==> src/rtl/bcd_conv_seq.sv <==
// Iterative binary-to-BCD converter (double dabble, one bit per clock).
// Converts CHANNELS binary fields in sequence and presents all lanes together.
// Ports:
//   clk, rst_n      clock, asynchronous active-low reset
//   in_valid/ready  input handshake; in_bin holds CHANNELS fields of BIN_W bits
//   out_valid/ready output handshake; out_bcd holds CHANNELS lanes of DIGITS nibbles
//   out_ovf         per-channel flag, set when the field exceeds 10^DIGITS-1
//   busy            high while converting
module bcd_conv_seq #(
  parameter int unsigned BIN_W    = 8,
  parameter int unsigned DIGITS   = 2,
  parameter int unsigned CHANNELS = 6,
  parameter int unsigned SAT      = 1
) (
  input  logic                         clk,
  input  logic                         rst_n,
  input  logic                         in_valid,
  output logic                         in_ready,
  input  logic [CHANNELS*BIN_W-1:0]    in_bin,
  output logic                         out_valid,
  input  logic                         out_ready,
  output logic [CHANNELS*4*DIGITS-1:0] out_bcd,
  output logic [CHANNELS-1:0]          out_ovf,
  output logic                         busy
);

  localparam int unsigned BCD_W = 4 * DIGITS;
  localparam int unsigned CNT_W = $clog2(BIN_W + 1);
  localparam int unsigned CH_W  = $clog2(CHANNELS + 1);
  // Bits needed for 10^DIGITS (log2(10) rounded up to 3.322) plus one.
  localparam int unsigned DEC_W = (DIGITS * 3322 + 999) / 1000 + 1;
  localparam int unsigned CMP_W = (BIN_W > DEC_W) ? BIN_W : DEC_W;

  function automatic logic [CMP_W-1:0] max_dec();
    logic [CMP_W-1:0] p;
    p = CMP_W'(1);
    for (int i = 0; i < int'(DIGITS); i++) p = p * CMP_W'(10);
    return p - CMP_W'(1);
  endfunction

  localparam logic [CMP_W-1:0] MAX_DEC = max_dec();
  localparam logic [BCD_W-1:0] NINES   = {DIGITS{4'h9}};

  // Add 3 to every nibble that is 5 or more.
  function automatic logic [BCD_W-1:0] add3(input logic [BCD_W-1:0] b);
    logic [BCD_W-1:0] r;
    r = b;
    for (int d = 0; d < int'(DIGITS); d++)
      if (b[d*4 +: 4] >= 4'd5) r[d*4 +: 4] = b[d*4 +: 4] + 4'd3;
    return r;
  endfunction

  typedef enum logic [1:0] {IDLE, CONV, DONE} state_t;

  state_t                      state_q, state_d;
  logic [CHANNELS*BIN_W-1:0]   cap_q, cap_d;
  logic [BCD_W-1:0]            bcd_q, bcd_d;
  logic [BIN_W-1:0]            bin_q, bin_d;
  logic [CNT_W-1:0]            cnt_q, cnt_d;
  logic [CH_W-1:0]             ch_q, ch_d;
  logic                        in_ready_d, out_valid_d, busy_d;
  logic [CHANNELS*BCD_W-1:0]   out_bcd_d;
  logic [CHANNELS-1:0]         out_ovf_d;

  logic [BCD_W-1:0]            adj_c, iter_bcd_c, lane_c;
  logic [BIN_W-1:0]            iter_bin_c, next_field_c;
  logic [CH_W-1:0]             ch_nxt_c;
  logic                        ovf_cur_c;

  // One double-dabble step on the current scratch.
  always_comb begin
    adj_c      = add3(bcd_q);
    iter_bcd_c = (adj_c << 1) | BCD_W'(bin_q[BIN_W-1]);
    iter_bin_c = bin_q << 1;
  end

  // Lane selection: overflow flag of the current channel and the next field.
  always_comb begin
    ch_nxt_c     = ch_q + CH_W'(1);
    ovf_cur_c    = 1'b0;
    next_field_c = '0;
    for (int k = 0; k < int'(CHANNELS); k++) begin
      if (ch_q == CH_W'(k))     ovf_cur_c    = out_ovf[k];
      if (ch_nxt_c == CH_W'(k)) next_field_c = cap_q[k*BIN_W +: BIN_W];
    end
    lane_c = ((SAT != 0) && ovf_cur_c) ? NINES : iter_bcd_c;
  end

  // Next-state and registered-output logic.
  always_comb begin
    state_d     = state_q;
    cap_d       = cap_q;
    bcd_d       = bcd_q;
    bin_d       = bin_q;
    cnt_d       = cnt_q;
    ch_d        = ch_q;
    in_ready_d  = in_ready;
    out_valid_d = out_valid;
    busy_d      = busy;
    out_bcd_d   = out_bcd;
    out_ovf_d   = out_ovf;
    case (state_q)
      IDLE: begin
        if (in_valid && in_ready) begin
          state_d    = CONV;
          cap_d      = in_bin;
          out_bcd_d  = '0;
          for (int k = 0; k < int'(CHANNELS); k++)
            out_ovf_d[k] = CMP_W'(in_bin[k*BIN_W +: BIN_W]) > MAX_DEC;
          bcd_d      = '0;
          bin_d      = in_bin[BIN_W-1:0];
          cnt_d      = '0;
          ch_d       = '0;
          in_ready_d = 1'b0;
          busy_d     = 1'b1;
        end
      end
      CONV: begin
        bcd_d = iter_bcd_c;
        bin_d = iter_bin_c;
        cnt_d = cnt_q + CNT_W'(1);
        if (cnt_q == CNT_W'(BIN_W - 1)) begin
          for (int k = 0; k < int'(CHANNELS); k++)
            if (ch_q == CH_W'(k)) out_bcd_d[k*BCD_W +: BCD_W] = lane_c;
          cnt_d = '0;
          bcd_d = '0;
          bin_d = next_field_c;
          ch_d  = ch_nxt_c;
          if (ch_q == CH_W'(CHANNELS - 1)) begin
            state_d     = DONE;
            ch_d        = '0;
            busy_d      = 1'b0;
            out_valid_d = 1'b1;
          end
        end
      end
      DONE: begin
        if (out_ready) begin
          state_d     = IDLE;
          out_valid_d = 1'b0;
          in_ready_d  = 1'b1;
        end
      end
      default: state_d = IDLE;
    endcase
  end

  // State and output registers.
  always_ff @(posedge clk or negedge rst_n) begin
    if (!rst_n) begin
      state_q   <= IDLE;
      cap_q     <= '0;
      bcd_q     <= '0;
      bin_q     <= '0;
      cnt_q     <= '0;
      ch_q      <= '0;
      in_ready  <= 1'b1;
      out_valid <= 1'b0;
      busy      <= 1'b0;
      out_bcd   <= '0;
      out_ovf   <= '0;
    end else begin
      state_q   <= state_d;
      cap_q     <= cap_d;
      bcd_q     <= bcd_d;
      bin_q     <= bin_d;
      cnt_q     <= cnt_d;
      ch_q      <= ch_d;
      in_ready  <= in_ready_d;
      out_valid <= out_valid_d;
      busy      <= busy_d;
      out_bcd   <= out_bcd_d;
      out_ovf   <= out_ovf_d;
    end
  end

endmodule

==> config.mk <==
export PLATFORM = sky130hd
export DESIGN_NAME = bcd_conv_seq
export DESIGN_NICKNAME = d
export VERILOG_FILES = /design/src/rtl/bcd_conv_seq.sv
export SDC_FILE = /design/constraint.sdc
export NUM_CORES = 1
export LEC_CHECK = 0
export CAP_MARGIN = 0
export CORE_MARGIN = 2
export CORE_UTILIZATION = 45
export DETAILED_ROUTE_END_ITERATION = 10
export PLACE_DENSITY = 0.72
export SYNTH_ARGS = -nofsm -noshare
export SYNTH_HDL_FRONTEND = slang
export SYNTH_SLANG_ARGS = --single-unit
==> constraint.sdc <==
create_clock -name clk -period 2.5 [get_ports clk]
set_input_delay 0.25 -clock clk [delete_from_list [all_inputs] [get_ports clk]]
set_output_delay 0.25 -clock clk [all_outputs]
set_load 0.05 [all_outputs]
After elaboration in Yosys (flattened, before gate mapping)
Cells that the tools add are included.
Widths: inputs -> output; s select.

word-level totals
  output and inout bits = 57
  bits in registers = 130
  input port bits = 52

operators by class
  bitwise gates (word level) = 1
  eq/ne operators = 22
  reductions and logical operators = 19
  mux-type cells = 53
  add/subtract/negate cells = 4
  magnitude comparators = 8

operator list
  kind                 count
  $mux 8               17
  $mux 48              2
  $pmux 48 s2          1
  $gt 8x7->1 const B   6
  $pmux 8 s2           2
  $reduce_and 4->1     8
  $ne 2x2->1 const B   9
  $mux 1               14
  $eq 3x2->1 const B   4
  $eq 3x3->1 const B   4
  $mux 3               4
  $mux 4               3
  $ge 4x3->1 const B   2
  $mux 2               4
  $or 8x1->8           1
  $pmux 4 s2           1
  $eq 3x1->1 const B   2
  $logic_not 3->1      2
  $pmux 1 s2           3
  $pmux 2 s3           1
  $pmux 3 s2           1
  $reduce_and 3->1     2
  $reduce_bool 2->1    3
  $add 4x1->4 const B  1
  other kinds (9)      10

Longest topological paths before layout
  word-level depth = 11
  depth in mapped cells = 9

Least setup slack after synthesis
No wires, ideal clock.

  path kind = flip-flop to flip-flop
  start = register ch_q[0]
  end = register bin_q[5]
  arrival = 1.970 ns
  slack = 0.452 ns
  stages on the path, launching flop included = 10
  path buffers = 3
  clock period less this slack = 2.048 ns
  setup time = 0.077 ns
  cell sequence = dfrtp_1 > buf_2 > and2_1 > ha_1 > clkbuf_1 > clkbuf_1 > nand2_1 > nand3_1 > nand4_1 > a21oi_1

between the ends
  longest elaborated chain between the ends = 10
  elaborated cells between the ends (all ways) = 15
  classes of those cells = 1 x add/sub; 5 x eq/ne; 8 x mux; 1 x reduce/logical

RTL lines
  item                      line  source
  start: declaration        60    logic [CH_W-1:0] ch_q, ch_d;
  start signal: assignment  168   ch_q <= ch_d;
  $add 3x1->3 *             79    ch_nxt_c = ch_q + CH_W'(1);
  $logic_not 3->1           84    if (ch_nxt_c == CH_W'(k)) next_field_c = cap_q[k*BIN_W +: BIN_W];
  $mux 8 (5 in series)      84
  $mux 8 *                  84
  $mux 8 *                  122   if (cnt_q == CNT_W'(BIN_W - 1)) begin
  $pmux 8 s2 *              102   case (state_q)
  end signal: assignment    166   bin_q <= bin_d;
  end: declaration          58    logic [BIN_W-1:0] bin_q, bin_d;

Mark *: on every way between the ends. The rest lies on a longest branch, timed or not.
A chain may end at the register's enable or synchronous reset.

Worst setup path after layout
  start = register cnt_q[0]
  end = register out_bcd[20]

between the ends
  longest elaborated chain between the ends = 3

RTL lines
  item                               line  source
  start: declaration                 59    logic [CNT_W-1:0] cnt_q, cnt_d;
  start signal: assignment           167   cnt_q <= cnt_d;
  $eq 4x3->1                         122
  $ne 2x2->1 (no source line)        --
  $reduce_and 4->1 (no source line)  --
  end signal: assignment             172   out_bcd <= out_bcd_d;
  end: declaration                   22    output logic [CHANNELS*4*DIGITS-1:0] out_bcd,

No other way between the ends.

==> flow_metrics.py <==
metrics = {
    "setup_path": {
        "cp.arrival_ns": 2.44,
        "crit_type": "reg -> reg",
        "startpoint_type": "flop",
        "cp-end-kind": "flop",
        "required_ns": 2.78,
        "worst-path-max-fanout": 13,
    },
    "die": {
        "die_x_um": 120,
        "die_area_mm2": 0.0143,
        "start_util_pct": 45.8,
        "die_h_um": 120,
        "rows": 42,
        "pin_count": 109,
        "core_area_mm2": 0.0131,
    },
    "clocking": {
        "tritoncts": "yes",
        "clk_latency_ns": 0.42,
        "cts_max_path_buffers": 2,
        "cts.root.buffer_cell": "clkbuf_16",
        "cts_resized": 0,
        "cts-buffers-inserted": 17,
        "cts.sinks": 130,
        "path_clk_slew_ns": 0.06,
        "cts.htree.levels": 4,
    },
    "sta": {
        "post-route-period-util_pct": 86.3,
        "layout_setup_ws_ns": 0.344,
        "tightestPinTransition_ns": 0.835,
        "final_hold_viol_count": 0,
        "relSlewSlack_pct": 44.0,
        "setup_viol": 0,
        "fin_crit_ns": 2.16,
        "setup_tns_ns": 0,
        "finClkSkew_ns": 0.00786,
        "fmax_ghz": 0.464,
        "hold_ws_ns": 0.374,
        "rsz0062_at_grt": "no",
        "maxSlewViolCount": 0,
    },
    "yosys": {
        "synth_top_area_share_pct": 53.6,
        "syn_area_mm2": 0.00602,
        "synth.largest_area_cell": "dfrtp_1",
        "syn_nets": 634,
        "synth_top_cells_by_area": "dfrtp_1, mux2_2, nand2_1",
        "ys_ff_latch": 130,
        "synth_most_common_cell": "dfrtp_1",
        "ys_seq_area_share_pct": 54.1,
        "syn_avg_cell_area_um2": 10.5,
        "synth_cell_types": 50,
        "netlist_top_cells_count": "dfrtp_1, nand2_1, mux2_2, o21ai_0, nor2_1",
        "yosys_warnings": 0,
        "synth-main-ff-cell": "dfrtp_1",
        "syn_inst": 576,
        "async_flop_share_pct": 100,
        "synth-edff-count": 0,
    },
    "drt": {
        "via_count": 4873,
        "antenna_left": 0,
        "drt_drc_violations_left": 0,
        "via_per_inst": 5.58,
        "wirelength_um": 15600,
        "drt-pass1-iter-count": 6,
        "wl_per_cell_um": 17.9,
        "drtIter0Drc": 332,
    },
    "final_layout": {
        "diodes": 0,
        "fin_area_mm2": 0.00787,
        "drive_above_1_share_pct": 16.0,
        "area_delta_synth_final_pct": 30.7,
        "fill_cells": 1120,
        "nNetsFinal": 743,
    },
    "global_route": {
        "grt_overflow": 0,
        "first_global_vias": 4970,
        "grt_max_degree": 59,
        "grt_usage_pct": 22.6,
        "antenna_found_initial": 0,
        "grt_pass1_wl_um": 25100,
    },
    "place": {
        "port_buffers": 108,
        "dp_slack_ns": 0.351,
        "routabilityCongestion": 0.884,
        "place_hpwl_um": 11500,
        "placed_cell_area_mm2": 0.00726,
    },
    "pwr": {
        "peakVddDrop_v": 0.000435,
        "p_leak_uw": 0.00346,
        "total_power_uw": 4720,
        "power_density_mw_per_mm2": 600,
    },
    "job": {
        "max_cap_viol_count": 0,
    },
    "min_path": {
        "hp-class": "in -> async",
    },
    "run_status": {
        "outcome": "completed",
    },
}
-- per-stage QoR --
stage	instances	utilization [%]
after detailed placement	841	55.3
final	874	59.9
after global routing	874	59.9
after floorplan	576	-
after global placement	841	55.3
after CTS	874	59.9
-- routing by layer --
metal	global-route usage [%]	vias up	share of wire, %
met5	0	-	0
met3	4.75	32	5.3
met1	26.8	2372	41
li1	-	2290	-
met2	39.7	179	51
met4	9.34	0	2.6
-- critical path: stages (launching register included) --
cell and delay, ns:
dfrtp_1 0.42, ha_1 0.26, and3b_1 0.28, a21oi_1 0.44, a21o_1 0.37, or2_1 0.17
o21ai_0 0.07
-- final cells by class --
type                    count  area, um2  share of cell area (%)
well taps                 176        220                    2.80
inverters                  11       41.3                   0.525
flip-flops and latches    130       3250                    41.4
clock buffers              24        492                    6.25
multi-input cells         401       2540                    32.3
clock inverters             8        101                    1.29
repair buffers            124       1210                    15.4
-- cells in the final DEF, fill, tap and decap left out, types with 8 or more instances in the layout --
cell type,count
o22ai_1,9
clkbuf_16,17
nand2_1,81
inv_1,10
mux2_2,54
o21ai_1,8
nand3_1,8
a21oi_1,36
o31ai_1,25
nand4_1,13
buf_4,15
nor2_1,38
o21ai_0,54
dfrtp_1,129
clkdlybuf4s50_1,107
-- registers in the layout, indices dropped and copies added, names as in the netlist --
signal	cells
cnt_q	4
busy	1
state_q	2
cap_q	48
in_ready	1
bin_q	8
out_ovf	6
out_valid	1
ch_q	3
bcd_q	8
out_bcd	48
-- worst paths after layout --
| check | slack, ns | start | endpoint | depth (start not counted) |
|---|---|---|---|---|
| setup / recovery | 0.34 | cnt_q[0] | out_bcd[20] | 6 |
| hold / removal | 0.37 | rst_n | bcd_q[2] | 2 |
| setup reg to reg | 0.34 | cnt_q[0] | out_bcd[20] | 6 |
| hold reg to reg | 0.47 | out_bcd[45] | out_bcd[45] | 2 |
| max in group asynchronous | 1.29 | rst_n | cap_q[47] | 3 |
| min in group clk | 0.44 | in_bin[32] | cap_q[32] | 2 |
-- logic make-up after synthesis --
group | after synthesis | synth area share [%]
simple gates | 168 | 12.6
compound gates | 167 | 17.1
flops | 130 | 54.1
mux | 58 | 11.0
buf+inv | 45 | 3.68
fa+ha+maj | 6 | 1.25
xor+xnor | 2 | 0.291
-- where the power goes --
part,total [uW],internal (uW),switching [uW]
clock,2470,1570,896
combinational,150,79.9,69.9
sequential,2110,2110,0
total,4720,3760,966
-- what timing repair did --
action	in CTS	in global routing
hold endpoints to repair	38	0
buffers inserted	0	0
hold buffers	1	0
Power figures use the tool's default switching activity.
